`src/rtl/switch_input_port.sv`:
```
// Switch/button input peripheral: 2-flop synchronizer, tick-based debounce,
// sticky rising-edge flags, interrupt mask and a 4-register read/write bus.
module switch_input_port #(
  parameter int unsigned WIDTH    = 16,
  parameter int unsigned TICK_DIV = 50000,
  parameter int unsigned SAMPLES  = 4
) (
  input  logic             clk,
  input  logic             rst_n,
  input  logic [WIDTH-1:0] SW,
  input  logic             sel,
  input  logic             re,
  input  logic             we,
  input  logic [3:0]       addr,
  input  logic [31:0]      wdata,
  output logic [31:0]      rdata,
  output logic             irq
);

  localparam int unsigned CNT_W     = (TICK_DIV > 1) ? $clog2(TICK_DIV) : 1;
  localparam logic [1:0]  REG_DATA  = 2'd0;
  localparam logic [1:0]  REG_EDGE  = 2'd1;
  localparam logic [1:0]  REG_MASK  = 2'd2;
  localparam logic [1:0]  REG_RAW   = 2'd3;

  logic [WIDTH-1:0]                sync_meta;
  logic [WIDTH-1:0]                sync_sw;
  logic [CNT_W-1:0]                cnt;
  logic                            tick_c;
  logic [SAMPLES-1:0][WIDTH-1:0]   hist;
  logic [SAMPLES-1:0][WIDTH-1:0]   hist_nxt_c;
  logic [WIDTH-1:0]                all_one_c;
  logic [WIDTH-1:0]                all_zero_c;
  logic [WIDTH-1:0]                db;
  logic [WIDTH-1:0]                db_prev;
  logic [WIDTH-1:0]                rise_c;
  logic [WIDTH-1:0]                edge_flags;
  logic [WIDTH-1:0]                mask_bits;
  logic [WIDTH-1:0]                edge_clr_c;
  logic                            wr_c;
  logic                            rd_c;
  logic [31:0]                     rd_mux_c;
  logic                            unused_bits;

  // Low address bits are don't-care and upper write-data bits may be unused
  assign unused_bits = ^{addr[1:0], wdata};

  // Two-flop synchronizer for the asynchronous pins
  always_ff @(posedge clk or negedge rst_n) begin
    if (!rst_n) begin
      sync_meta <= '0;
      sync_sw   <= '0;
    end else begin
      sync_meta <= SW;
      sync_sw   <= sync_meta;
    end
  end

  // Debounce sample strobe, one cycle in every TICK_DIV
  assign tick_c = (cnt == CNT_W'(TICK_DIV - 1));

  // Prescaler counting 0..TICK_DIV-1
  always_ff @(posedge clk or negedge rst_n) begin
    if (!rst_n) begin
      cnt <= '0;
    end else if (tick_c) begin
      cnt <= '0;
    end else begin
      cnt <= cnt + CNT_W'(1);
    end
  end

  // Post-shift history and per-bit unanimity (includes the sample taken this tick)
  always_comb begin
    hist_nxt_c = {hist[SAMPLES-2:0], sync_sw};
    all_one_c  = '1;
    all_zero_c = '1;
    for (int k = 0; k < int'(SAMPLES); k++) begin
      all_one_c  = all_one_c & hist_nxt_c[k];
      all_zero_c = all_zero_c & ~hist_nxt_c[k];
    end
  end

  // Sample history and debounced level, updated on tick only
  always_ff @(posedge clk or negedge rst_n) begin
    if (!rst_n) begin
      hist <= '0;
      db   <= '0;
    end else if (tick_c) begin
      hist <= hist_nxt_c;
      db   <= (db & ~all_zero_c) | all_one_c;
    end
  end

  // Bus decode, W1C clear mask and rising-edge detect
  always_comb begin
    wr_c       = sel & we;
    rd_c       = sel & re;
    edge_clr_c = (wr_c && addr[3:2] == REG_EDGE) ? wdata[WIDTH-1:0] : '0;
    rise_c     = db & ~db_prev;
  end

  // Sticky edge flags (set beats clear), mask register, irq
  always_ff @(posedge clk or negedge rst_n) begin
    if (!rst_n) begin
      db_prev    <= '0;
      edge_flags <= '0;
      mask_bits  <= '0;
      irq        <= 1'b0;
    end else begin
      db_prev    <= db;
      edge_flags <= (edge_flags & ~edge_clr_c) | rise_c;
      if (wr_c && addr[3:2] == REG_MASK) begin
        mask_bits <= wdata[WIDTH-1:0];
      end
      irq <= |(edge_flags & mask_bits);
    end
  end

  // Read mux over pre-write register values
  always_comb begin
    rd_mux_c = '0;
    case (addr[3:2])
      REG_DATA: rd_mux_c = 32'(db);
      REG_EDGE: rd_mux_c = 32'(edge_flags);
      REG_MASK: rd_mux_c = 32'(mask_bits);
      REG_RAW:  rd_mux_c = 32'(sync_sw);
      default:  rd_mux_c = '0;
    endcase
  end

  // Registered read data, holds while not reading
  always_ff @(posedge clk or negedge rst_n) begin
    if (!rst_n) begin
      rdata <= '0;
    end else if (rd_c) begin
      rdata <= rd_mux_c;
    end
  end

endmodule
```
`config.mk`:
```
export PLATFORM = sky130hd
export DESIGN_NAME = switch_input_port
export DESIGN_NICKNAME = d
export VERILOG_FILES = /design/src/rtl/switch_input_port.sv
export SDC_FILE = /design/constraint.sdc
export NUM_CORES = 1
export LEC_CHECK = 0
export ABC_AREA = 1
export CAP_MARGIN = 20
export CORE_MARGIN = 4
export CORE_UTILIZATION = 42
export CTS_CLUSTER_DIAMETER = 120
export DETAILED_ROUTE_END_ITERATION = 16
export GPL_TIMING_DRIVEN = 0
export HOLD_SLACK_MARGIN = 0.05
export PLACE_DENSITY_LB_ADDON = 0.3
export RECOVER_POWER = 100
export REMOVE_ABC_BUFFERS = 1
export SETUP_SLACK_MARGIN = 0.02
export SYNTH_ARGS = -nofsm -noshare
export SYNTH_HDL_FRONTEND = slang
export SYNTH_SLANG_ARGS = --single-unit
```
`constraint.sdc`:
```
create_clock -name clk -period 2.3 [get_ports clk]
set_clock_uncertainty 0.2 [all_clocks]
set_input_delay 0.46 -clock clk [delete_from_list [all_inputs] [get_ports clk]]
set_output_delay 0.46 -clock clk [all_outputs]
set_load 0.05 [all_outputs]
```
==> metrics.yaml <==
clock_network:
  path_clk_slew_ns: 0.07
  clk_path_buf_depth: 2
  numCtsBuffers: 17
  cts_sinks: 177
  insertion_delay_ns: 0.43
  root_buffer: "clkbuf_16"
  h-tree-depth: 4
  tritoncts: "yes"
timing:
  whs_ns: 0.1484
  fin_crit_sh_pct: 96.89
  max-slew-margin-rel_pct: 31.59
  fmax_mhz: 448.8
  slew_viol_final: 0
  finalCriticalPeriod_ns: 2.228
  layout_setup_ws_ns: 0.07163
  setup_viol: 0
  rsz0062_at_grt: "false"
  fin_setup_tns_ns: 0
  tightest_slew_ns: 1.026
  finalHoldViolCount: 0
setup_path:
  crit_buf_inv: 1
  end_kind: "primary output"
  worst-path-max-fanout: 2
  cpPeakStageDelay_ns: 0.80
  worst_ep_arrival_time_ns: 1.57
  crit_chain: "clkdlybuf4s50_1"
  cp.depth: 1
  crit_required_ns: 1.64
  critical_path.top_delay_family: "buffers and inverters"
  regToRegEndpoint: "db[1]"
  rr_worst_depth: 7
  startpoint: "rdata[11]"
  critPathSlowestCell: "clkdlybuf4s50_1"
  crit_path_start_kind: "flop"
  timing.rr.start: "cnt[0]"
  crit_end: "rdata[11]"
  r2r_slack_ns: 0.12
  crit_type: "flop to primary output"
worst_hold_path:
  hold_class: "flop to flop"
pwr:
  total_power_w: 0.007139
  power_density_mw_per_mm2: 813.7
  static-leakage-power_nw: 4.497
  peakVddDrop_mv: 0.4712
placed_design:
  hpwl_um: 9617
  routabilityCongestion: 0.8019
  place_ws_ns: -0.6751
  placed_area_mm2: 0.008148
  port-buffer-count: 55
die:
  die_y_um: 141.9
  io_pins: 90
  die_area_mm2: 0.02012
  start_util_pct: 43.20
  row_count: 48
  core_region_area_mm2: 0.01742
  die_x_um: 141.9
grt:
  antenna_found_initial: 1
  gr-total-overflow: 0
  grt_start_max_net_pins: 105
  first_global_vias: 5244
  grt_usage_pct: 16.36
  grt_pass1_wl_um: 26190
layout:
  area_growth_pct: 16.59
  drive_above_1_share_pct: 5.573
  final_area_mm2: 0.008773
  antenna_cells: 0
  nFillCells: 1639
  fin_nets: 996
routing:
  remaining_drc_errors: 0
  ant_nets: 0
  routed_wl_um: 16290
  via_per_inst: 4.737
  dr.first_iter.drc_count: 392
  first_pass_iters: 6
  num_vias: 5571
  avgRoutedWirePerCell_um: 13.85
yosys:
  yosys.area.top_type: "dfrtp_1"
  async_reset_ff_share_pct: 100.0
  synthTopCellsByArea: "dfrtp_1 59%, nand2_1 18%, nor2_1 3.8%, o21ai_0 3.7%, inv_1 3.6%"
  synth_commonest_cells: "367 x nand2_1, 177 x dfrtp_1, 76 x nor2_1"
  synth.avg_cell_area_um2: 8.531
  synth_edf_count: 0
  synth_top_area_share_pct: 58.86
  synth_most_common_cell: "nand2_1"
  ys_types: 27
  synth_cells: 882
  yosysSeqAreaShare_pct: 58.86
  synth-warning-count: 0
  synth_area_mm2: 0.007525
  synth_ff_type: "dfrtp_1"
  ys_seq_elements: 177
run:
  max-cap-violations: 0
run_status:
  status: "finished, final reports clean"
==> per-layer routing <==
layer | share of wire (%) | GRT usage [%]
met2 | 45 | 24.94
met1 | 47 | 22.94
met4 | 1.3 | 4.394
met5 | 0.074 | 0
met3 | 5.8 | 4.853
==> how the worst min path moves through the flow <==
stage                 start         end  slack, ns  depth (start not counted)
2_1_floorplan         rst_n      cnt[0]      -0.04                          0
3_3_place_gp   sync_meta[6]  sync_sw[6]       0.13                          0
3_5_place_dp   sync_meta[5]  sync_sw[5]       0.13                          0
4_1_cts        sync_meta[5]  sync_sw[5]       0.15                          0
5_1_grt        sync_meta[7]  sync_sw[7]       0.15                          0
6_report       sync_meta[5]  sync_sw[5]       0.15                          0
==> placed cells by master (no fill, tap or decap), drive strengths merged, types with 16 or more instances in the layout <==
cell,netlist,layout
clkbuf,4,28
clkdlybuf4s50,0,22
conb,1,16
dfrtp,177,177
dlygate4sd3,0,18
inv,74,75
nand2,370,370
nand3,23,23
nand4,23,23
nor2,80,82
nor3,18,18
o21ai,66,66
==> flip-flops by register name, indices dropped and copies added, names as in the netlist <==
name,count
mask_bits,16
irq,1
sync_sw,16
rdata,16
db_prev,16
sync_meta,16
db,16
cnt,16
hist,48
edge_flags,16
==> per-stage QoR <==
step	utilization, %	cells
after global placement	46.59	1137
after floorplan	-	857
after detailed placement	46.78	1138
after global routing	50.37	1176
after CTS	50.38	1171
final	50.37	1176
==> cell type report <==
class	instances	area (um2)	area share (%)
inverter	74	281.5	3.209
timing repair buffer	60	551.8	6.289
tap	225	281.5	3.209
multi-input combinational	608	2619	29.85
clock buffer	17	425.4	4.849
sequential	177	4429	50.48
clock inverter	15	185.2	2.111
==> power breakdown <==
part,switching [W],internal (W),leakage (nW),total (W)
registers,0.000127,0.00330,2.31,0.00343
clock network,0.00124,0.00172,0.282,0.00296
logic,0.000535,0.000222,1.91,0.000757
==> repair_timing <==
item                       in CTS  in global routing
pin swaps                       0                  2
hold endpoints to repair       73                  0
hold buffers                    1                  0
resized for setup               8                 14
buffers inserted                0                  3
cloned                          0                  2
setup endpoints to repair      39                117
==> kinds of logic after synthesis <==
group	count (synthesis)	share of synthesized area, %
flip-flops	177	58.86
AO/OA/AOI/OAI	67	4.456
buffers and inverters	114	7.649
adder cells (fa/ha/maj)	1	0.1663
XOR/XNOR	6	0.6984
AND/OR/NAND/NOR	516	28.12
other	1	0.04984
Power figures use the tool's default switching activity.
